### config.mk
export PLATFORM = sky130hd
export DESIGN_NAME = mem_arbiter_flat
export DESIGN_NICKNAME = d
export VERILOG_FILES = /design/src/rtl/mem_arbiter_if.sv /design/src/rtl/mem_arbiter.sv /design/src/flat_wrapper.sv
export SDC_FILE = /design/constraint.sdc
export NUM_CORES = 1
export LEC_CHECK = 0
export BUFFER_PORTS_ARGS = -buffer_cell sky130_fd_sc_hd__buf_2
export CAP_MARGIN = 20
export CORE_AREA = 2 2 273 275
export CTS_CLUSTER_DIAMETER = 30
export CTS_CLUSTER_SIZE = 10
export DETAILED_ROUTE_END_ITERATION = 7
export DIE_AREA = 0 0 275 277
export PLACE_DENSITY = 0.32
export SLEW_MARGIN = 25
export SYNTH_ARGS = -nofsm -noshare
export SYNTH_HDL_FRONTEND = slang
export SYNTH_SLANG_ARGS = --single-unit
### constraint.sdc
create_clock -name clk -period 1.7 [get_ports clk]
set_input_delay 0.255 -clock clk [delete_from_list [all_inputs] [get_ports clk]]
set_output_delay 0.255 -clock clk [all_outputs]
set_load 0.02 [all_outputs]
### src/rtl/mem_arbiter_if.sv
// Bus bundle between the two L1 miss paths, the arbiter and the downstream
// memory port. The arbiter uses the slave modport; the requester/memory side
// (cache controllers, or a bench) uses master.
interface mem_arbiter_if #(
  parameter int ADDR_W = 16,
  parameter int LINE_W = 128
);
  logic              i_read;
  logic [ADDR_W-1:0] i_address;
  logic              i_resp;
  logic [LINE_W-1:0] i_rdata;

  logic              d_read;
  logic              d_write;
  logic [ADDR_W-1:0] d_address;
  logic [LINE_W-1:0] d_wdata;
  logic              d_resp;
  logic [LINE_W-1:0] d_rdata;

  logic              mem_read;
  logic              mem_write;
  logic [ADDR_W-1:0] mem_address;
  logic [LINE_W-1:0] mem_wdata;
  logic              mem_resp;
  logic [LINE_W-1:0] mem_rdata;

  modport slave (
    input  i_read, i_address, d_read, d_write, d_address, d_wdata,
           mem_resp, mem_rdata,
    output i_resp, i_rdata, d_resp, d_rdata,
           mem_read, mem_write, mem_address, mem_wdata
  );

  modport master (
    output i_read, i_address, d_read, d_write, d_address, d_wdata,
           mem_resp, mem_rdata,
    input  i_resp, i_rdata, d_resp, d_rdata,
           mem_read, mem_write, mem_address, mem_wdata
  );
endinterface

### src/rtl/mem_arbiter.sv
// mem_arbiter: shares one downstream memory port between the I-cache and
// D-cache miss paths. One requester is granted at a time and keeps the grant
// until mem_resp; simultaneous requests from IDLE alternate round-robin.
// Optional feature macro ARB_PERF_EN adds a saturating 16-bit contention
// counter (perf_clear / perf_rdata ports).
module mem_arbiter #(
  parameter int ADDR_W = 16,
  parameter int LINE_W = 128
) (
  input  logic        clk,
  input  logic        rst,
  mem_arbiter_if.slave bus
`ifdef ARB_PERF_EN
  ,
  input  logic        perf_clear,
  output logic [15:0] perf_rdata
`endif
);

  typedef enum logic [1:0] {IDLE, SERVE_I, SERVE_D} state_t;

  state_t state, state_nxt;
  logic   last_d, last_d_nxt;   // 1: D side held the most recent grant
  logic   d_req;

  assign d_req = bus.d_read | bus.d_write;

  // State and round-robin history registers
  always_ff @(posedge clk) begin
    if (rst) begin
      state  <= IDLE;
      last_d <= 1'b1;          // first tie after reset goes to I
    end else begin
      state  <= state_nxt;
      last_d <= last_d_nxt;
    end
  end

  // Next-state, downstream mux and completion steering
  always_comb begin
    state_nxt       = state;
    last_d_nxt      = last_d;
    bus.mem_read    = 1'b0;
    bus.mem_write   = 1'b0;
    bus.mem_address = '0;
    bus.mem_wdata   = '0;
    bus.i_resp      = 1'b0;
    bus.i_rdata     = '0;
    bus.d_resp      = 1'b0;
    bus.d_rdata     = '0;
    unique case (state)
      IDLE: begin
        // mem_resp here is stray and deliberately ignored
        if (bus.i_read && d_req) state_nxt = last_d ? SERVE_I : SERVE_D;
        else if (bus.i_read)     state_nxt = SERVE_I;
        else if (d_req)          state_nxt = SERVE_D;
      end
      SERVE_I: begin
        bus.mem_read    = bus.i_read;
        bus.mem_address = bus.i_address;
        // rst in the same cycle discards the completion
        if (bus.mem_resp && !rst) begin
          bus.i_resp  = 1'b1;
          bus.i_rdata = bus.mem_rdata;
          last_d_nxt  = 1'b0;
          state_nxt   = IDLE;
        end
      end
      SERVE_D: begin
        bus.mem_read    = bus.d_read;
        bus.mem_write   = bus.d_write;
        bus.mem_address = bus.d_address;
        bus.mem_wdata   = bus.d_wdata;
        if (bus.mem_resp && !rst) begin
          bus.d_resp  = 1'b1;
          bus.d_rdata = bus.mem_rdata;
          last_d_nxt  = 1'b1;
          state_nxt   = IDLE;
        end
      end
      default: state_nxt = IDLE;
    endcase
  end

`ifdef ARB_PERF_EN
  logic contend;

  // A cycle is contended when one side waits on the other's grant, or both
  // are requesting while IDLE.
  always_comb begin
    contend = 1'b0;
    unique case (state)
      IDLE:    contend = bus.i_read & d_req;
      SERVE_I: contend = d_req;
      SERVE_D: contend = bus.i_read;
      default: contend = 1'b0;
    endcase
  end

  // Saturating contention counter; clear beats a same-cycle increment
  always_ff @(posedge clk) begin
    if (rst || perf_clear)                   perf_rdata <= '0;
    else if (contend && perf_rdata != 16'hFFFF) perf_rdata <= perf_rdata + 16'd1;
  end
`endif

endmodule

### src/flat_wrapper.sv
// flat-port wrapper written by rule: the top's interface ports become plain ports
module mem_arbiter_flat 
#(
  parameter int ADDR_W = 16,
  parameter int LINE_W = 128
)
  (clk, rst, bus_i_read, bus_i_address, bus_d_read, bus_d_write, bus_d_address, bus_d_wdata, bus_mem_resp, bus_mem_rdata, bus_i_resp, bus_i_rdata, bus_d_resp, bus_d_rdata, bus_mem_read, bus_mem_write, bus_mem_address, bus_mem_wdata);
  mem_arbiter_if #(.ADDR_W(ADDR_W), .LINE_W(LINE_W)) bus_i ();
  input  logic clk;
  input  logic rst;
  input wire logic [$bits(bus_i.i_read)-1:0] bus_i_read;
  input wire logic [$bits(bus_i.i_address)-1:0] bus_i_address;
  input wire logic [$bits(bus_i.d_read)-1:0] bus_d_read;
  input wire logic [$bits(bus_i.d_write)-1:0] bus_d_write;
  input wire logic [$bits(bus_i.d_address)-1:0] bus_d_address;
  input wire logic [$bits(bus_i.d_wdata)-1:0] bus_d_wdata;
  input wire logic [$bits(bus_i.mem_resp)-1:0] bus_mem_resp;
  input wire logic [$bits(bus_i.mem_rdata)-1:0] bus_mem_rdata;
  output wire logic [$bits(bus_i.i_resp)-1:0] bus_i_resp;
  output wire logic [$bits(bus_i.i_rdata)-1:0] bus_i_rdata;
  output wire logic [$bits(bus_i.d_resp)-1:0] bus_d_resp;
  output wire logic [$bits(bus_i.d_rdata)-1:0] bus_d_rdata;
  output wire logic [$bits(bus_i.mem_read)-1:0] bus_mem_read;
  output wire logic [$bits(bus_i.mem_write)-1:0] bus_mem_write;
  output wire logic [$bits(bus_i.mem_address)-1:0] bus_mem_address;
  output wire logic [$bits(bus_i.mem_wdata)-1:0] bus_mem_wdata;
  assign bus_i.i_read = bus_i_read;
  assign bus_i.i_address = bus_i_address;
  assign bus_i.d_read = bus_d_read;
  assign bus_i.d_write = bus_d_write;
  assign bus_i.d_address = bus_d_address;
  assign bus_i.d_wdata = bus_d_wdata;
  assign bus_i.mem_resp = bus_mem_resp;
  assign bus_i.mem_rdata = bus_mem_rdata;
  assign bus_i_resp = bus_i.i_resp;
  assign bus_i_rdata = bus_i.i_rdata;
  assign bus_d_resp = bus_i.d_resp;
  assign bus_d_rdata = bus_i.d_rdata;
  assign bus_mem_read = bus_i.mem_read;
  assign bus_mem_write = bus_i.mem_write;
  assign bus_mem_address = bus_i.mem_address;
  assign bus_mem_wdata = bus_i.mem_wdata;
  mem_arbiter #(.ADDR_W(ADDR_W), .LINE_W(LINE_W)) u_core (.clk(clk), .rst(rst), .bus(bus_i));
endmodule
Word level (Yosys, flattened, before mapping). Cells that the tools add are included.

Input port bits: 294. Flip-flop bits (word level): 3. Logic and storage cells: 36. Output and inout bits: 404.

Mux-type cells: 19. Bitwise operators: 1. Equal/unequal tests: 6. Reductions and logical operators: 8.

Operators by type and width (number): 2-to-1 mux 128 bit (4); one-hot mux 16 bit (2 select lines) (1); 2-to-1 mux 2 bit (5); 2-to-1 mux 1 bit (6); inequality test 2 x 1 -> 1 bit (second input constant) (3); inequality test 4 x 2 -> 1 bit (second input constant) (1); one-hot mux 1 bit (2 select lines) (2); one-hot mux 2 bit (2 select lines) (1); AND reduction 3 bit (1); == test 2 x 1 -> 1 bit (second input constant) (1); == test 2 bit (second input constant) (1); logical AND 1 bit (2); zero test 2 bit (1); AND reduction 2 bit (1); nonzero test 2 bit (1); OR reduction 2 bit (1); zero test 1 bit (1); bitwise OR 1 bit (1).

Depth between registers and ports, before layout.
Depth in word-level cells: 5. Mapped depth: 6. Depth with buffers taken out: 5.

Worst setup path after synthesis. OpenSTA, ideal clock, no wires.

Kind: flip-flop to output port. Start point: register u_core.state[0]. End point: output bus_mem_address[10]. Data required time: 1445 ps. Path buffers: 1. Stages on the path, launching flop included: 6. Setup slack: -37 ps. Data arrival time: 1482 ps. Path through: dfxtp_1 -> inv_1 -> ha_1 -> clkinv_1 -> clkbuf_1 -> nor2_1.

Word-level cells in the longest chain between the ends: 2. Elaborated cells on any way between the ends: 3. Classes of those cells: eq/ne: 2; mux: 1.

RTL lines: start: declaration (RTL line mem_arbiter.sv:22) `state_t state, state_nxt;`; start signal: assignment (RTL line mem_arbiter.sv:34) `state <= state_nxt;`; == test 2 bit / == test 2 x 1 -> 1 bit (equally long branches) (RTL line mem_arbiter.sv:51) `unique case (state)`; one-hot mux 16 bit (2 select lines) * (RTL line mem_arbiter.sv:51); end: declaration (RTL line flat_wrapper.sv:25) `output wire logic [$bits(bus_i.mem_address)-1:0] bus_mem_address;`.

Every way passes the cells marked *; elsewhere a longest branch is shown, timed or not.

Worst setup path in the final report.
Start point: register u_core.state[1]. End point: output bus_d_rdata[4].

Word-level cells in the longest chain between the ends: 2.

RTL lines: == test 2 bit (RTL line mem_arbiter.sv:51); 2-to-1 mux 128 bit (RTL line mem_arbiter.sv:51); end: declaration (RTL line flat_wrapper.sv:22) `output wire logic [$bits(bus_i.d_rdata)-1:0] bus_d_rdata;`.

Every way passes these cells.

==> run_results.csv <==
group,metric,value,unit
sta,worst_pin_slew,527,ps
finish,nNetsFinal,1522,
run,drv_cap,0,
sta,max_clock_freq,0.543,GHz
placement,gp_congestion,0.970,
logic_synthesis,syn-num-nets,823,
grt,grt_overflow,0,
grt,grt_pass1_vias,6657,
floorplanning,coreArea,73600,um^2
power,power.share.clock,7.1,%
placement,dpl.hpwl,29.3,mm
floorplanning,start_util,4.43,%
power,p_sw,0.00250,W
logic_synthesis,synth_cell_types,23,
logic_synthesis,syn_area,3260,um^2
drt,antenna_violating_nets_post_route,0,
floorplanning,die_x,275,um
sta,rsz0062_at_grt,"yes",
power,seq_power_share,1.9,%
logic_synthesis,ys_seq_area_share,1.84,%
drt,wl,39.2,mm
finish,syn_to_final_growth,243,%
logic_synthesis,avgSynthCellArea,6.22,um^2
setup_path,worstPathArrival,1590,ps
floorplanning,ios,698,
clock_tree,clock_latency,230,ps
clock_tree,hold_buffers,0,
logic_synthesis,yosys_warnings,0,
clock_tree,cts.sinks,3,
grt,grt_usage,8.45,%
placement,dpl_cell_area,8050,um^2
sta,setup-violations-final,398,
power,ir_worst_vdd,0.344,mV
worst_hold_path,hp-start,"rst",
clock_tree,cts_max_level,1,
floorplanning,num_rows,100,
worst_hold_path,holdPathStages,2,
clock_tree,cts.clk_slew.worst_paths,30,ps
power,p_leak,6.10,nW
setup_path,worstSetupEndpointType,"primary output",
floorplanning,dieArea,76200,um^2
sta,fin_crit_sh,108,%
clock_tree,max-clock-path-buffers,2,
setup_path,rrSetupSlack,320,ps
setup_path,critPathMaxFanout,8,
grt,grt_max_degree,103,
drt,wire_per_inst,17.8,um
clock_tree,cts-root-buf,"clkbuf_16",
logic_synthesis,synthCells,524,
finish,layout_common_cells,"408 x buf_2, 184 x buf_6, 162 x and3_1",
grt,grt_pass1_wl,46.8,mm
drt,vias_per_cell,3.22,
finish,final_area,11200,um^2
power,intPower,0.00280,W
grt,antenna_found_initial,14,
status,violations,"setup timing",
power,p_per_area,474,nW/um^2
setup_path,critical_path_class,"flop to primary output",
setup_path,reg2reg_depth,5,
drt,num_vias,7071,
sta,fin_crit,1840,ps
drt,drtIter0Drc,337,
sta,hold_violations,0,
finish,mostFrequentLayoutCell,"buf_2",
worst_hold_path,holdPathEnd,"u_core.state[0]",
logic_synthesis,ys_ff_latch,3,
power,p_total,0.00530,W
drt,drc,0,
setup_path,cp.required,1440,ps
setup_path,crit_path_start_kind,"flop",
power,comb_power_share,91.0,%
clock_tree,cts_buffers,3,
sta,slew_violations,0,
sta,fin_ws,-140,ps
setup_path,rr_endpoint,"u_core.state[1]",
setup_path,r2r_start,"u_core.state[1]",
status,status,"finished, violations left",
sta,slew-limit-headroom,64.9,%
clock_tree,cts_tree,"built",
drt,drt_pass1_iterations,5,
finish,drive_gt1_share,76.8,%
floorplanning,fp.dieH,277,um
power,switching_share,47.2,%
placement,pre_cts_ws,-10.7,ps
sta,skew,2.16,ps
worst_hold_path,hold_path_class,"input port to flop",
placement,port_buffers,697,
==> power groups by stage <==
stage | Clock (W) | Sequential [W] | Combinational (W)
finish | 0.000378 | 0.000100 | 0.00482
global route | 0.000388 | 0.000102 | 0.00509
CTS | 0.000381 | 0.0000967 | 0.00396
detailed placement | 0 | 0.0000954 | 0.00310
global placement | 0 | 0.0000952 | 0.00311
floorplan | 0 | 0.0000967 | 0.00156
==> stage by stage <==
stage / TNS [ps] / hold slack [ps] / std cells / utilization [%]
finish: -31140 / 298 / 2195 / 15.2
global route: -53630 / 321 / 2194 / 15.2
CTS: -37360 / 293 / 2164 / 12.8
detailed placement: -36.6 / 533 / 2144 / 10.9
global placement: -14.3 / 517 / 2144 / 10.9
floorplan: -373 / 324 / 524 / -
==> worst max-delay path, stage by stage, from the launching register on <==
cell	delay (ps)
dfxtp_2	320
buf_6	120
ha_4	180
buf_12	160
buf_12	140
clkbuf_16	140
and3_1	150
buf_6	130
==> how the worst max path moves through the flow <==
| stage | start | end | slack [ps] | depth (start not counted) |
|---|---|---|---|---|
| 4_1_cts | u_core.state[1] | bus_d_rdata[53] | -140 | 7 |
| 3_3_place_gp | u_core.state[0] | bus_d_rdata[10] | -7 | 5 |
| 3_5_place_dp | u_core.state[0] | bus_d_rdata[17] | -10 | 5 |
| 2_1_floorplan | u_core.state[0] | bus_mem_address[10] | -40 | 5 |
| 6_report | u_core.state[1] | bus_d_rdata[4] | -140 | 7 |
| 5_1_grt | u_core.state[1] | bus_d_rdata[106] | -190 | 7 |
==> kinds of logic after synthesis <==
family	synth area share, %
compound gates	5.76
fa+ha+maj	1.92
buf+inv	12.8
flops	1.84
simple gates	77.7
==> state kept, by name, indices dropped and copies added, names as in the netlist <==
signal,cells
u_core.last_d,1
u_core.state,2
==> layer usage <==
metal / GRT usage, % / vias up / routed length [um]
met2: 14.7 / 441 / 19000
met4: 2.36 / 8 / 877
li1: - / 3229 / -
met3: 2.31 / 42 / 3590
met5: 0.899 / - / 130
met1: 10.0 / 3351 / 15600
==> Yosys cell counts (all sizes together) <==
library cell,instances,area (um^2)
and3,256,1600
and2,132,826
clkbuf,45,169
buf,30,233
nor2,19,78.8
a22oi,17,128
ha,5,62.6
dfxtp,3,60.1
inv,3,11.3
a21oi,2,10.0
nand2b,2,12.5
o21ai,2,10.0
o21bai,2,15.0
a2111oi,1,8.76
a211oi,1,7.51
clkinv,1,3.75
nor2b,1,6.26
nor4b,1,8.76
o2111ai,1,8.76
==> area by class of cell <==
cell class	instances	area (um^2)
Multi-Input combinational cell	442	3490
Sequential cell	3	62.6
Antenna cell	4	10.0
Timing Repair Buffer	769	6300
Tap cell	969	1210
Inverter	4	18.8
Fill cell	8377	62400
Clock buffer	4	78.8
==> timing repair <==
item                       4_1_cts  5_1_grt
resized for setup              298      372
setup buffers                    6       12
pin swaps                        5        3
setup endpoints to repair      399      404
gates cloned                    10       17
Note: power is estimated with default switching activity, not from simulation.
